## config.mk

```make
export PLATFORM = sky130hd
export DESIGN_NAME = imem_loader
export DESIGN_NICKNAME = d
export VERILOG_FILES = /design/src/rtl/imem_loader_pkg.sv /design/src/rtl/imem_word_packer.sv /design/src/rtl/imem_loader.sv
export SDC_FILE = /design/constraint.sdc
export NUM_CORES = 1
export LEC_CHECK = 0
export ABC_AREA = 1
export BUFFER_PORTS_ARGS = -buffer_cell sky130_fd_sc_hd__buf_2
export CAP_MARGIN = 20
export CORE_MARGIN = 2
export CORE_UTILIZATION = 48
export DETAILED_ROUTE_END_ITERATION = 10
export MAX_ROUTING_LAYER = met4
export PLACE_DENSITY = 0.69
export SKIP_LAST_GASP = 1
export SYNTH_ARGS = -nofsm -noshare
export SYNTH_HDL_FRONTEND = slang
export SYNTH_SLANG_ARGS = --single-unit
```

## constraint.sdc

```tcl
create_clock -name clk -period 5.6 [get_ports clk]
set_clock_uncertainty 0.1 [all_clocks]
set_input_delay 1.12 -clock clk [delete_from_list [all_inputs] [get_ports clk]]
set_output_delay 1.12 -clock clk [all_outputs]
set_load 0.02 [all_outputs]
```

## src/rtl/imem_loader_pkg.sv

```systemverilog
// Shared types and constants for the instruction-memory boot loader.
package imem_loader_pkg;

  typedef enum logic [2:0] {
    ST_IDLE,
    ST_LEN,
    ST_DATA,
    ST_WRITE,
    ST_CSUM,
    ST_RUN,
    ST_ERR
  } state_e;

  localparam int BYTES_PER_WORD = 4;
  localparam int LEN_ZERO_MEANS = 256;

  // A length byte of zero encodes the full 256-word image.
  function automatic logic [8:0] decode_len(input logic [7:0] len_byte);
    return (len_byte == 8'h00) ? 9'(LEN_ZERO_MEANS) : {1'b0, len_byte};
  endfunction

endpackage

```

## src/rtl/imem_word_packer.sv

```systemverilog
// Shifts bytes MSB-first into a 32-bit word; word_full flags that the incoming byte completes it.
module imem_word_packer
  import imem_loader_pkg::*;
(
  input  logic        clk,
  input  logic        reset,
  input  logic        clear,
  input  logic        shift_en,
  input  logic [7:0]  byte_in,
  output logic [1:0]  byte_idx,
  output logic [31:0] packed_word,
  output logic        word_full
);

  // Only the three oldest bytes need storage; the fourth arrives with byte_in.
  logic [23:0] word_q;

  assign packed_word = {word_q, byte_in};
  assign word_full   = (byte_idx == 2'(BYTES_PER_WORD - 1));

  // NOTE: sequential state uses non-blocking assignments so every register samples pre-edge values.
  always_ff @(posedge clk) begin
    if (reset || clear) begin
      word_q   <= '0;
      byte_idx <= '0;
    end else if (shift_en) begin
      word_q   <= packed_word[23:0];
      byte_idx <= byte_idx + 2'd1;
    end
  end

endmodule

```

## src/rtl/imem_loader.sv

```systemverilog
// Boot sequencer: receives LEN/data/CSUM byte stream, writes words into instruction RAM,
// and releases the CPU from reset only after the checksum verifies.
module imem_loader
  import imem_loader_pkg::*;
#(
  parameter bit AUTOSTART = 1'b0,
  parameter int TIMEOUT   = 50000,
  parameter int TO_W      = 16
) (
  input  logic        clk,
  input  logic        reset,
  input  logic        start,
  input  logic [7:0]  rx_data,
  input  logic        rx_valid,
  output logic        rx_ready,
  output logic        wren_instr,
  output logic [7:0]  wraddress_instr,
  output logic [31:0] data_instr,
  output logic        cpu_reset,
  output logic        busy,
  output logic        done,
  output logic        err
);

  localparam state_e RESET_STATE = AUTOSTART ? ST_RUN : ST_IDLE;

  state_e          state, next_state;
  logic [8:0]      len_n;
  logic [7:0]      word_cnt;
  logic [7:0]      csum;
  logic [TO_W-1:0] to_cnt;
  logic [1:0]      byte_idx;
  logic [31:0]     packed_word;
  logic            word_full;

  logic accept, counting, timed_out, last_word;

  assign accept    = rx_valid && rx_ready;
  assign counting  = (state == ST_LEN) || (state == ST_DATA) || (state == ST_CSUM);
  assign timed_out = counting && !accept && (to_cnt == TO_W'(TIMEOUT - 1));
  assign last_word = ({1'b0, word_cnt} == (len_n - 9'd1));

  imem_word_packer u_packer (
    .clk         (clk),
    .reset       (reset),
    .clear       (state == ST_LEN),
    .shift_en    ((state == ST_DATA) && accept),
    .byte_in     (rx_data),
    .byte_idx    (byte_idx),
    .packed_word (packed_word),
    .word_full   (word_full)
  );

  // NOTE: next_state gets a default before the case so no path leaves it unassigned (no latch).
  always_comb begin
    next_state = state;
    case (state)
      ST_IDLE:  if (start) next_state = ST_LEN;
      ST_LEN:   if (accept) next_state = ST_DATA;
                else if (timed_out) next_state = ST_ERR;
      ST_DATA:  if (accept && word_full) next_state = ST_WRITE;
                else if (timed_out) next_state = ST_ERR;
      ST_WRITE: next_state = last_word ? ST_CSUM : ST_DATA;
      ST_CSUM:  if (accept) next_state = (rx_data == csum) ? ST_RUN : ST_ERR;
                else if (timed_out) next_state = ST_ERR;
      ST_RUN,
      ST_ERR:   if (start) next_state = ST_LEN;
      default:  next_state = ST_IDLE;
    endcase
  end

  // Status outputs are registered copies of the next-state decode, so they align with state.
  always_ff @(posedge clk) begin
    if (reset) begin
      state           <= RESET_STATE;
      rx_ready        <= 1'b0;
      wren_instr      <= 1'b0;
      wraddress_instr <= '0;
      data_instr      <= '0;
      cpu_reset       <= !AUTOSTART;
      busy            <= 1'b0;
      done            <= AUTOSTART;
      err             <= 1'b0;
      len_n           <= '0;
      word_cnt        <= '0;
      csum            <= '0;
      to_cnt          <= '0;
    end else begin
      state      <= next_state;
      rx_ready   <= (next_state == ST_LEN) || (next_state == ST_DATA) || (next_state == ST_CSUM);
      busy       <= (next_state == ST_LEN) || (next_state == ST_DATA) ||
                    (next_state == ST_WRITE) || (next_state == ST_CSUM);
      wren_instr <= (next_state == ST_WRITE);
      cpu_reset  <= (next_state != ST_RUN);
      done       <= (next_state == ST_RUN);
      err        <= (next_state == ST_ERR);

      if (state == ST_LEN && accept) begin
        len_n    <= decode_len(rx_data);
        word_cnt <= '0;
        csum     <= '0;
      end

      if (state == ST_DATA && accept) begin
        csum <= csum ^ rx_data;
        if (word_full) begin
          data_instr      <= packed_word;
          wraddress_instr <= word_cnt;
        end
      end

      // Wraps to 0 only after the 256th write, when the FSM is already heading to CSUM.
      if (state == ST_WRITE) word_cnt <= word_cnt + 8'd1;

      if (!counting || accept) to_cnt <= '0;
      else                     to_cnt <= to_cnt + TO_W'(1);
    end
  end

endmodule

```

-- Word-level counts from Yosys, hierarchy flattened
Cells that the tools add are included.
- $add $sub $neg: 4
- equality and inequality tests: 17
- mux-type cells: 12
- bitwise logic cells: 1
- reduce and logical (&&, ||, !) cells: 23
- operator list (kind ; count):
    8-bit two-way mux ; 3
    3-bit equality test (second input constant) ; 6
    3-bit two-way mux ; 6
    16-bit by 1-bit adder with 16-bit output (second input constant) ; 1
    16-bit equality test (second input constant) ; 1
    3-bit one-hot mux with 5 select lines ; 1
    3-bit by 2-bit equality test with 1-bit output (second input constant) ; 4
    8-bit by 9-bit equality test with 1-bit output ; 1
    9-bit two-way mux ; 1
    9-bit by 1-bit subtractor with 9-bit output (second input constant) ; 1
    8-bit by 1-bit adder with 8-bit output (second input constant) ; 1
    8-bit equality test ; 1
    8-bit zero test ; 1
    1-bit logical OR ; 8
    8-bit XOR ; 1
    3-bit by 1-bit equality test with 1-bit output (second input constant) ; 2
    1-bit logical AND ; 6
    2-bit nonzero test ; 2
    3-bit zero test ; 1
    3-bit != test (second input constant) ; 1
    3-bit OR reduction ; 1
    2-bit by 1-bit adder with 2-bit output (second input constant) ; 1
    2-bit equality test (second input constant) ; 1
    1-bit zero test ; 2
    other kinds (3) ; 3
- bits in registers: 116
- output and inout port bits: 46
- word-level logic and storage cells: 72

-- Longest topological paths before layout
Gate-level depths: netlist of run 1.
- depth after elaboration: 12
- mapped depth: 16
- gate-level depth less buffers: 16

-- By module
Synthesis of run 1 repeated with hierarchy kept, for this count alone.
- cell total of the unflattened synthesis: 748
- area, all modules: 5195.0 um2
- by module, submodules not included (module ; times used ; cells each ; area each (um2) ; sequential area each (um2)):
    imem_loader ; 1 ; 575 ; 4042.6 ; 1801.7
    imem_word_packer ; 1 ; 173 ; 1152.4 ; 520.5

-- Worst setup path before layout of run 1
Ideal clock, no wire load.
- path type: input to register
- start: input rx_data[2]
- end: register busy
- library setup time: 0.113 ns
- data arrival time: 2.138 ns
- path slack: 3.249 ns
- stages: 14
- path buffers: 0
- path through: inv_1 -> nand2_1 -> nand2_1 -> nand2_1 -> nor2_1 -> nand3_1 -> nand2_1 -> nand2_1 -> a21oi_1 -> nand2_1 -> nor2_1 -> nand2_1 -> nand3_2 -> nand2_1
- cells in the longest elaborated chain, start to end: 8
- RTL lines (item ; RTL line ; text):
    from (decl) ; imem_loader.sv:13 ; input logic [7:0] rx_data,
    8-bit equality test * ; imem_loader.sv:64 ; ST_CSUM: if (accept) next_state = (rx_data == csum) ? ST_RUN : ST_ERR;
    2-bit two-way mux * ; imem_loader.sv:64 ;
    3-bit two-way mux * ; imem_loader.sv:64 ;
    3-bit one-hot mux with 5 select lines * ; imem_loader.sv:57 ; case (state)
    3-bit by 1-bit equality test with 1-bit output or 3-bit by 2-bit equality test with 1-bit output (tied branches) ; imem_loader.sv:91 ; busy <= (next_state == ST_LEN) || (next_state == ST_DATA) ||
    1-bit logical OR (2 in a row) ; imem_loader.sv:91 ;
    1-bit logical OR * ; imem_loader.sv:92 ; (next_state == ST_WRITE) || (next_state == ST_CSUM);
    to (signal assigned) ; imem_loader.sv:91 ;
    to (decl) ; imem_loader.sv:20 ; output logic busy,
Mark *: on every way between the ends. The rest lies on a longest branch, timed or not.
A chain may end at the register's enable or synchronous reset.

-- Final worst setup path of run 1
- start: input reset
- end: register u_packer.word_q[20]
- cells in the longest elaborated chain, start to end: 1
- RTL lines (item ; RTL line ; text):
    from (decl) ; imem_loader.sv:11 ; input logic reset,
    1-bit logical OR ; imem_word_packer.sv:23 ; if (reset || clear) begin
    to (signal assigned) ; imem_word_packer.sv:27 ; word_q <= packed_word[23:0];
    to (decl) ; imem_word_packer.sv:16 ; logic [23:0] word_q;
No other way between the ends.

==> summary.txt, run 1 <==
hold path endpoint = to_cnt[0]$_SDFF_PP0_
initial antenna violation count = 0
register area share after synthesis = 47.36%
Site Rows = 36
Final ANT Viol Nets = 0
Max FO, Critical Path = 26
post-synth top area share = 47.36%
Pwr Density = 333.0 mW/mm2
Critical path buffers and inverters = 3
DR WL/cell = 12.88 um
CP endpoint kind = register
Reg2Reg Depth = 10
leakage = 2.454 nW
CTS clk-pin slew, worst paths = 0.05 ns
Die Span X = 105.1 um
largest net degree at the start of global routing = 41
TritonCTS clock tree = built
Initial Util = 49.71%
drt first-iter violations = 253
PostCTS Resize Cnt = 0
number of flops mapped to enable cells by yosys = 0
Diodes inserted = 0
total track usage = 21.86%
WL final = 11140 um
CTS Buf Count = 17
Max VDD drop = 0.0002239 V
area delta synth->final = 18.53%
Post-Synthesis Cells = 669
syn_nets = 685
worst min-delay path category = register to register
CP Cell Sequence = buf_2 > inv_1 > buf_4 > nand2_1 > a211oi_1
period utilization = 52.69%
Worst Setup SP = reset
Mean Syn Cell Area = 7.330 um2
Yosys reg bits = 116
count of pins over their slew limit = 0
critical path class = primary input to register
WP data arrival = 3.28 ns
Reg2Reg Setup Slack = 3.03 ns
Die H = 105.1 um
vias post-DR = 4423
top cells by area, synth = dfxtp_1 47%, nand2_1 9.2%, nor2_1 7.1%
GP Congestion = 0.9341
H-tree depth = 4
Hold Crit Depth = 1
required time of the critical path = 5.93 ns
DRC = 0
Final min period = 2.950 ns
reg2reg start = rx_ready$_SDFF_PP0_
Clock Sinks = 116
clock latency on the worst-skew pair = 0.53 ns
leading area contributor after synthesis = dfxtp_1
Post-DP HPWL = 7823 um
Layout Nets = 737
cell family with most CP delay = buffers and inverters
Critical Path Start Type = primary input
Compound-Gate Fraction of Synth Area = 17.79%
Synth Area in XOR/XNOR = 1.429%
Max Cap Violations = 0
synthesized area = 0.004903 mm2
DR pass1 iterations = 7
final hold viol count = 0
CTS Root Cell = clkbuf_8
Synth top cells by count = 120 x nand2_1, 116 x dfxtp_1, 93 x nor2_1, 76 x inv_1, 62 x a21oi_1
mux cell area share after synthesis = 0%
Die ar. = 0.01104 mm2
clock buffer depth = 2
vias in the first global route = 4153
library cells used by synthesis = 32
WHS = 0.3471 ns
fin area = 0.005812 mm2
relative slew slack = 41.23%
Port Buffer Count = 57
most frequent cell after synthesis = nand2_1
Adder-Cell Fraction of Synth Area = 1.021%
Placed Area = 0.005278 mm2
IO Count = 58
largest family of logic cells by synthesized area = simple AND/OR/NAND/NOR gates
Worst-Margin Slew = 0.8794 ns
worst hold path startpoint = to_cnt[0]$_SDFF_PP0_
Most used DFF post-synth = dfxtp_1
share of cells above drive strength 1 = 14.21%
first-pass GRT wire length = 18820 um
pre-CTS setup slack = 2.101 ns
setup TNS = 0 ns
Synth Area in Simple Gates = 24.19%
Fmax = 338.9 MHz
post-CTS setup buffers = 0
worst reg2reg endpoint = busy$_SDFF_PP0_
unrepaired setup endpoints after global routing = false
outcome = completed
CORE AREA = 0.009864 mm2
ys async rst share = 0%
Syn. warnings = 0
Final setup viols = 0
critical path's slowest cell = nand2_1
worst setup margin = 2.650 ns
# hold bufs at CTS = 0
CP max stage delay = 0.55 ns
total grt overflow = 0
Via density = 5.113
-- cells in the final DEF (no fill, tap or decap), drive strengths merged --
master / instances
bufinv: 1
a221oi: 2
or2: 1
inv: 78
nand4: 4
nor3b: 2
xnor2: 3
o21ai: 59
nor2: 100
ha: 4
dfxtp: 116
a31oi: 1
a211oi: 28
nand2: 122
nor4: 2
a21oi: 64
nand3: 40
clkbuf: 25
nor3: 8
xor2: 5
o21a: 2
and3: 1
clkinv: 4
buf: 60
-- cell type report --
type / count / area (um2)
Clock buffer: 25 / 484.2
Clock inverter: 5 / 50.05
Fill cell: 914 / 4053
Inverter: 78 / 292.8
Multi-Input combinational cell: 448 / 2188
Sequential cell: 116 / 2322
Tap cell: 133 / 166.4
Timing Repair Buffer: 60 / 307.8
-- registers in the layout, indices dropped and copies added (netlist names) --
| name | count |
|---|---|
| rx_ready | 1 |
| state | 3 |
| wren_instr | 1 |
| csum | 8 |
| len_n | 9 |
| word_cnt | 8 |
| wraddress_instr | 8 |
| err | 1 |
| to_cnt | 16 |
| data_instr | 32 |
| done | 1 |
| u_packer.word_q | 24 |
| cpu_reset | 1 |
| busy | 1 |
| u_packer.byte_idx | 2 |
-- worst max-delay path by stage --
stage / endpoint / slack [ns] / depth (start not counted)
after floorplan: busy$_SDFF_PP0_ / 3.25 / 14
after global placement: u_packer.word_q[1]$_SDFFE_PP0P_ / 2.21 / 5
after detailed placement: u_packer.word_q[8]$_SDFFE_PP0P_ / 2.10 / 5
after CTS: u_packer.word_q[18]$_SDFFE_PP0P_ / 2.63 / 5
after global routing: u_packer.word_q[0]$_SDFFE_PP0P_ / 2.36 / 5
final: u_packer.word_q[20]$_SDFFE_PP0P_ / 2.65 / 5
-- routing by layer --
layer	vias to the layer above	share of wire [%]	global-route usage (%)
met5	-	0	-
met4	0	1.4	8.190
met3	14	4.8	6.301
met2	101	45	32.93
met1	2017	49	27.86
li1	2291	-	-
-- where the power goes --
| group | internal, mW | switching (mW) | total, mW | leakage (nW) |
|---|---|---|---|---|
| Clock | 0.626 | 0.350 | 0.976 | 0.268 |
| Sequential | 0.835 | 0.00741 | 0.843 | 0.935 |
| Combinational | 0.0357 | 0.0810 | 0.117 | 1.25 |
-- metrics by stage --
stage	util (%)	std cells	total power [mW]
floorplan	-	669	0.9464
global placement	53.50	835	0.9727
detailed placement	53.50	835	0.9755
CTS	58.92	865	1.947
global route	58.92	865	2.004
finish	58.92	865	1.935
-- worst register-to-register path, cell delays in order, from the launching register on --
cell	delay, ns
dfxtp_1	0.32
nand2_1	0.15
inv_1	0.20
nand2_1	0.13
nor2_4	0.54
buf_4	0.43
inv_1	0.26
nand4_1	0.15
nand2_1	0.07
nand3_2	0.06
nand2_1	0.06
-- logic make-up (layout without fill, tap and decap cells) --
| group | after synthesis | in the layout |
|---|---|---|
| AOI/OAI and AO/OA | 156 | 156 |
| xor gates and xnor gates | 8 | 8 |
| adders and majority gates | 4 | 4 |
| buffers and inverters | 105 | 168 |
| DFF | 116 | 116 |
| and+or+nand+nor | 280 | 280 |
Note: power is estimated with default switching activity, not from simulation.
==> run 2, diff against run 1 <==
clock period = 2.91 ns   (was 5.6 ns; I/O delays follow)
==> summary.txt, run 2 (same netlist as run 1, synthesis figures left out) <==
CORE AREA = 0.009864 mm2 (unchanged)
CTS Buf Count = 17 (unchanged)
commonest cells after routing, fill and taps aside = 120 x nand2_1, 116 x dfxtp_1, 93 x nor2_1
setup TNS = 0 ns (unchanged)
met3 WL post-DR = 524 um (-3.0%)
fin area = 0.005878 mm2 (+1.1%)
Max FO, Critical Path = 7 (-73%)
Layout Nets = 742 (+0.68%)
WHS = 0.2826 ns (-0.06451 ns)
Final min period = 2.217 ns
most common cell after layout, fill and taps aside = nand2_1
Die Span X = 105.1 um (unchanged)
DRC = 0 (unchanged)
count of pins over their slew limit = 0 (unchanged)
relative slew slack = 61.68% (+20 points)
worst min-delay path category = primary input to register
Largest register FFs = 32 (unchanged)
Clock Sinks = 116 (unchanged)
Critical Path Start Type = register
Clk pwr share = 50.1% (-0.3 points)
Worst Setup SP = len_n[0]$_SDFFE_PP0P_
Pwr Density = 632.2 mW/mm2 (+90%)
total track usage = 21.94% (+0.078 points)
area delta synth->final = 19.88%
Net Sw Power = 0.8960 mW (+100%)
# hold bufs at CTS = 0 (unchanged)
WP data arrival = 2.52 ns (-0.76 ns)
DR pass1 iterations = 5 (-2)
CP endpoint kind = register
initial antenna violation count = 0 (unchanged)
Site Rows = 36 (unchanged)
Regs by FF count = data_instr (32), u_packer.word_q (24), to_cnt (16)
Reg power frac = 43.6% (about the same)
unrepaired setup endpoints after global routing = false
vias in the first global route = 4061 (-2.2%)
DR WL/cell = 13.05 um (+1.3%)
PostCTS Resize Cnt = 0 (unchanged)
first-pass GRT wire length = 19010 um (+0.99%)
met2 wire length = 5040 um (+1.1%)
required time of the critical path = 3.21 ns (-2.72 ns)
CTS Root Cell = clkbuf_8
Internal Power = 2.820 mW (+88%)
TritonCTS clock tree = built
worst hold path startpoint = rx_data[7]
period utilization = 76.17%
largest net degree at the start of global routing = 59 (+44%)
clock buffer depth = 2 (unchanged)
WL final = 11360 um (+2.0%)
IO Count = 58 (unchanged)
Post-DP HPWL = 7945 um (+1.6%)
reg2reg start = len_n[0]$_SDFFE_PP0P_
Max Cap Violations = 0 (unchanged)
clock latency on the worst-skew pair = 0.51 ns (-0.02 ns)
post-CTS setup buffers = 0 (unchanged)
Fmax = 451.1 MHz
GP Congestion = 0.9168 (-1.9%)
Final ANT Viol Nets = 0 (unchanged)
vias post-DR = 4497 (+1.7%)
Initial Util = 49.71% (unchanged)
Port Buffer Count = 57 (unchanged)
Max Used Layer = met4
drt first-iter violations = 254 (+0.40%)
H-tree depth = 4 (unchanged)
share of cells above drive strength 1 = 15.45% (+1.2 points)
Placed Area = 0.005340 mm2 (+1.2%)
critical path class = register to register
Metal-1 WL = 5670 um (+3.9%)
Die H = 105.1 um (unchanged)
total grt overflow = 0 (unchanged)
largest reg by FF count = data_instr
leakage = 2.471 nW (+0.71%)
Final setup viols = 0 (unchanged)
CTS clk-pin slew, worst paths = 0.06 ns (about the same)
Via density = 5.163 (+0.97%)
Max VDD drop = 0.0003222 V (+44%)
outcome = completed
Diodes inserted = 0 (unchanged)
Worst-Margin Slew = 0.5726 ns (-0.3067 ns)
Logic pwr share = 6.2% (+0.2 points)
total power = 3.716 mW (+92%)
switching part of the total = 24.11% (+1.5 points)
final hold viol count = 0 (unchanged)
Die ar. = 0.01104 mm2 (unchanged)
## run 2: changes by cell type in the layout (fill, tap and decap cells not counted), sizes merged
cell      previous run  this run
buf                 60        65
clkinvlp             0         5
clkbuf              25        18
inv                 78        79
clkinv               4         6
## run 2: metal layers
metal	track usage, %	vias up
met5	-	-
met4	5.619	0
met3	6.488	10
met2	32.84	111
met1	29.12	2070
li1	-	2306
## run 2: final cells by class
type	count	area, um2
fill	903	3986
sequential	116	2322
multi-input combinational	448	2188
clock buffer	18	427.9
timing repair buffer	65	370.4
inverter	78	292.8
tap	133	166.4
clock inverter	13	110.1
## run 2: final timing paths
| kind | end | slack, ns | cells past startpoint |
|---|---|---|---|
| min | len_n[8]$_SDFFE_PP0P_ | 0.28 | 4 |
| max reg2reg | err$_SDFF_PP0_ | 0.69 | 15 |
| min reg2reg | to_cnt[0]$_SDFF_PP0_ | 0.34 | 1 |
| max | err$_SDFF_PP0_ | 0.69 | 15 |
## run 2: through the flow
| step | util (%) | std cells | setup slack [ns] |
|---|---|---|---|
| after floorplan | - | 669 | 1.060 |
| after global placement | 54.14 | 840 | 0.6199 |
| after detailed placement | 54.14 | 840 | 0.6013 |
| after CTS | 59.59 | 871 | 0.7343 |
| after global routing | 59.59 | 871 | 0.4813 |
| final | 59.59 | 871 | 0.6933 |
## run 2: critical path, stage by stage (launching register included)
cell and delay, ns:
dfxtp_1 0.35, inv_1 0.11, ha_1 0.30, inv_1 0.10, nand2_1 0.05, nand3_1 0.08
nand2_1 0.05, nor2_1 0.08, nand3_1 0.08, nor2_1 0.25, nand2_1 0.09, nand2_1 0.11
nand2_1 0.08, inv_1 0.09, nor2_2 0.04, and3_1 0.15
## run 2: power by group through the flow
stage	Combinational (mW)	Clock [mW]	Sequential, mW
detailed placement	0.229	0	1.65
CTS	0.231	1.89	1.62
global placement	0.225	0	1.65
floorplan	0.165	0	1.66
global route	0.262	1.98	1.62
finish	0.231	1.86	1.62
==> run 3, diff against run 2 <==
ABC_AREA = 0   (was 1)
clock period = 2.2 ns   (was 2.91 ns; I/O delays follow)
==> summary.txt, run 3 <==
CTS Root Cell = clkbuf_8
largest reg by FF count = data_instr
synthesized area = 0.004847 mm2 (-1.1%)
Max FO, Critical Path = 4 (-3)
outcome = finished, violations left
fillcell total = 826 (-8.5%)
Multi-input gate area = 0.002454 mm2 (+12%)
failing checks = negative setup slack
DRC = 0 (unchanged)
required time of the critical path = 2.56 ns (-0.65 ns)
leakage = 2.474 nW (+0.10%)
DR pass1 iterations = 5 (unchanged)
Site Rows = 36 (unchanged)
worst setup margin = -0.3309 ns (-1.024 ns)
share of cells above drive strength 1 = 24.90% (+9.4 points)
Final ANT Viol Nets = 0 (unchanged)
unrepaired setup endpoints after global routing = true
WP data arrival = 2.89 ns (+0.37 ns)
Syn. warnings = 0 (unchanged)
CTS Buf Count = 17 (unchanged)
worst reg2reg endpoint = rx_ready$_SDFF_PP0_
ys async rst share = 0% (unchanged)
initial antenna violation count = 0 (unchanged)
vias post-DR = 4608 (+2.5%)
IO Count = 58 (unchanged)
final hold viol count = 0 (unchanged)
area delta synth->final = 31.52%
Max VDD drop = 0.0004176 V (+30%)
Reg2Reg Depth = 9 (-6)
GP Congestion = 0.8771 (-4.3%)
Layout Nets = 732 (-1.3%)
setup TNS = -0.7769 ns (-0.7769 ns)
Initial Util = 49.59% (-0.12 points)
Most used DFF post-synth = dfxtp_1
Worst-Margin Slew = 0.6609 ns (+0.08824 ns)
most common cell after layout, fill and taps aside = nand2_1
worst hold path startpoint = reset
Final min period = 2.531 ns (+0.3143 ns)
TritonCTS clock tree = built
CP Cell Sequence = inv_4 > ha_4 > nor3b_4 > nand3_2 > xnor2_2 > a222oi_1 > o211ai_2 > or4_4 > nand2_2
Critical path buffers and inverters = 1 (-2)
syn_nets = 632 (-7.7%)
Sequential Area = 0.002331 mm2 (+0.38%)
WL final = 12390 um (+9.0%)
Mean Syn Cell Area = 7.869 um2 (+7.4%)
Largest register FFs = 32 (unchanged)
first-pass GRT wire length = 20820 um (+9.5%)
Via density = 5.358 (+3.8%)
vias in the first global route = 4456 (+9.7%)
final core utilization = 65.22% (+5.6 points)
number of flops mapped to enable cells by yosys = 0 (unchanged)
CP endpoint kind = register
Fmax = 395.1 MHz (-12%)
Die Span X = 104.5 um (-0.55%)
relative slew slack = 55.94% (-5.7 points)
Cells after DPL = 827 (-1.5%)
Final setup viols = 6 (+6)
Diodes inserted = 0 (unchanged)
H-tree depth = 4 (unchanged)
reg2reg start = len_n[1]$_SDFFE_PP0P_
top cells by area, synth = dfxtp_1 48%, nand2_1 13%, a21oi_1 9.6%
Regs by FF count = data_instr (32), u_packer.word_q (24), to_cnt (16)
register area share after synthesis = 47.91% (+0.55 points)
Die ar. = 0.01092 mm2 (-1.1%)
CTS clk-pin slew, worst paths = 0.06 ns (about the same)
cell family with most CP delay = simple AND/OR/NAND/NOR gates
post-synth top area share = 47.91% (+0.55 points)
Pwr Density = 830.1 mW/mm2 (+31%)
Critical Path Start Type = register
CORE AREA = 0.009774 mm2 (-0.91%)
Post-Synthesis Cells = 616 (-7.9%)
count of pins over their slew limit = 0 (unchanged)
Yosys reg bits = 116 (unchanged)
period utilization = 115.0% (+39 points)
total power = 5.292 mW (+42%)
critical path's slowest cell = or4_4
critical path class = register to register
DR WL/cell = 14.41 um (+10%)
worst min-delay path category = primary input to register
Die H = 104.5 um (-0.55%)
leading area contributor after synthesis = dfxtp_1
Synth top cells by count = 168 x nand2_1, 116 x dfxtp_1, 93 x a21oi_1, 42 x nor2_1, 35 x clkbuf_1
total track usage = 24.13% (+2.2 points)
pre-CTS setup slack = -0.1840 ns (-0.7853 ns)
Stages on worst setup path = 9 (-6)
CP max stage delay = 0.52 ns (+0.17 ns)
Reg2Reg Setup Slack = -0.33 ns (-1.02 ns)
Max Cap Violations = 0 (unchanged)
clock latency on the worst-skew pair = 0.52 ns (about the same)
most frequent cell after synthesis = nand2_1
largest net degree at the start of global routing = 64 (+8.5%)
clock buffer depth = 2 (unchanged)
total grt overflow = 0 (unchanged)
drt first-iter violations = 282 (+11%)
final non-filler cell total = 860 (-1.3%)
Clock Sinks = 116 (unchanged)
library cells used by synthesis = 49 (+53%)
CP endpoint = rx_ready$_SDFF_PP0_
Port Buffer Count = 57 (unchanged)
Post-DP HPWL = 8187 um (+3.1%)
commonest cells after routing, fill and taps aside = 166 x nand2_1, 113 x dfxtp_1, 92 x a21oi_1
Worst Setup SP = len_n[1]$_SDFFE_PP0P_
## run 3: cell count changes after synthesis, sizes merged, moves of 5 or more
cell | previous run | this run
nand3 | 40 | 16
nor4 | 2 | 7
xor2 | 5 | 16
or3 | 0 | 6
inv | 78 | 10
nor3 | 8 | 16
nor2b | 0 | 7
nand2 | 122 | 168
nor2 | 100 | 42
a21oi | 64 | 93
o21ai | 59 | 15
xnor2 | 3 | 9
clkbuf | 24 | 35
a211oi | 28 | 1
## run 3: logic make-up after synthesis
group	after synthesis	synth area share, %
buf+inv	47	3.820
compound gates	133	15.90
fa+ha+maj	4	1.033
mux	1	0.2323
flops	116	47.91
simple gates	290	26.59
xor+xnor	25	4.517
## run 3: worst min-delay path by stage
stage | end | slack, ns | depth (start not counted)
after global placement | wraddress_instr[2]$_SDFFE_PP0P_ | 0.34 | 2
after global routing | wren_instr$_SDFF_PP0_ | 0.13 | 2
after detailed placement | data_instr[15]$_SDFFE_PP0P_ | 0.34 | 2
after CTS | state[1]$_SDFF_PP0_ | 0.09 | 2
after floorplan | to_cnt[0]$_SDFF_PP0_ | 0.32 | 1
final | wren_instr$_SDFF_PP0_ | 0.14 | 2
## run 3: through the flow
| stage | hold WS [ns] | cell area [um2] |
|---|---|---|
| 5_1_grt | 0.1300 | 6375 |
| 6_report | 0.1373 | 6375 |
| 3_3_place_gp | 0.3381 | 5645 |
| 2_1_floorplan | 0.3175 | 4876 |
| 4_1_cts | 0.08995 | 6265 |
| 3_5_place_dp | 0.3432 | 5645 |
## run 3: cell type report
| cell class | instances | area share (%) |
|---|---|---|
| inverter | 10 | 0.6281 |
| sequential | 116 | 36.57 |
| timing repair buffer | 118 | 12.11 |
| clock inverter | 8 | 2.336 |
| multi-input combinational | 453 | 38.49 |
| tap | 133 | 2.610 |
| clock buffer | 22 | 7.262 |
## run 3: metal layers
| layer | global-route usage [%] | wire length [um] | vias to the layer above |
|---|---|---|---|
| met4 | 7.722 | 177 | 0 |
| met2 | 38.28 | 6063 | 118 |
| met1 | 30.24 | 5586 | 2182 |
| met5 | - | 0 | - |
| met3 | 6.015 | 564 | 18 |
| li1 | - | - | 2290 |
## run 3: what timing repair did
action | in CTS | in global routing
pin swaps | 0 | 10
setup endpoints to repair | 4 | 9
hold endpoints to repair | 0 | 0
gates cloned | 0 | 0
buffers inserted | 1 | 4
resized for setup | 0 | 21
hold buffers | 0 | 0
## run 3: power breakdown
part | switching (mW) | internal [mW] | total, mW
Combinational | 0.190 | 0.124 | 0.314
Sequential | 0.0145 | 2.12 | 2.13
Clock | 0.929 | 1.92 | 2.85
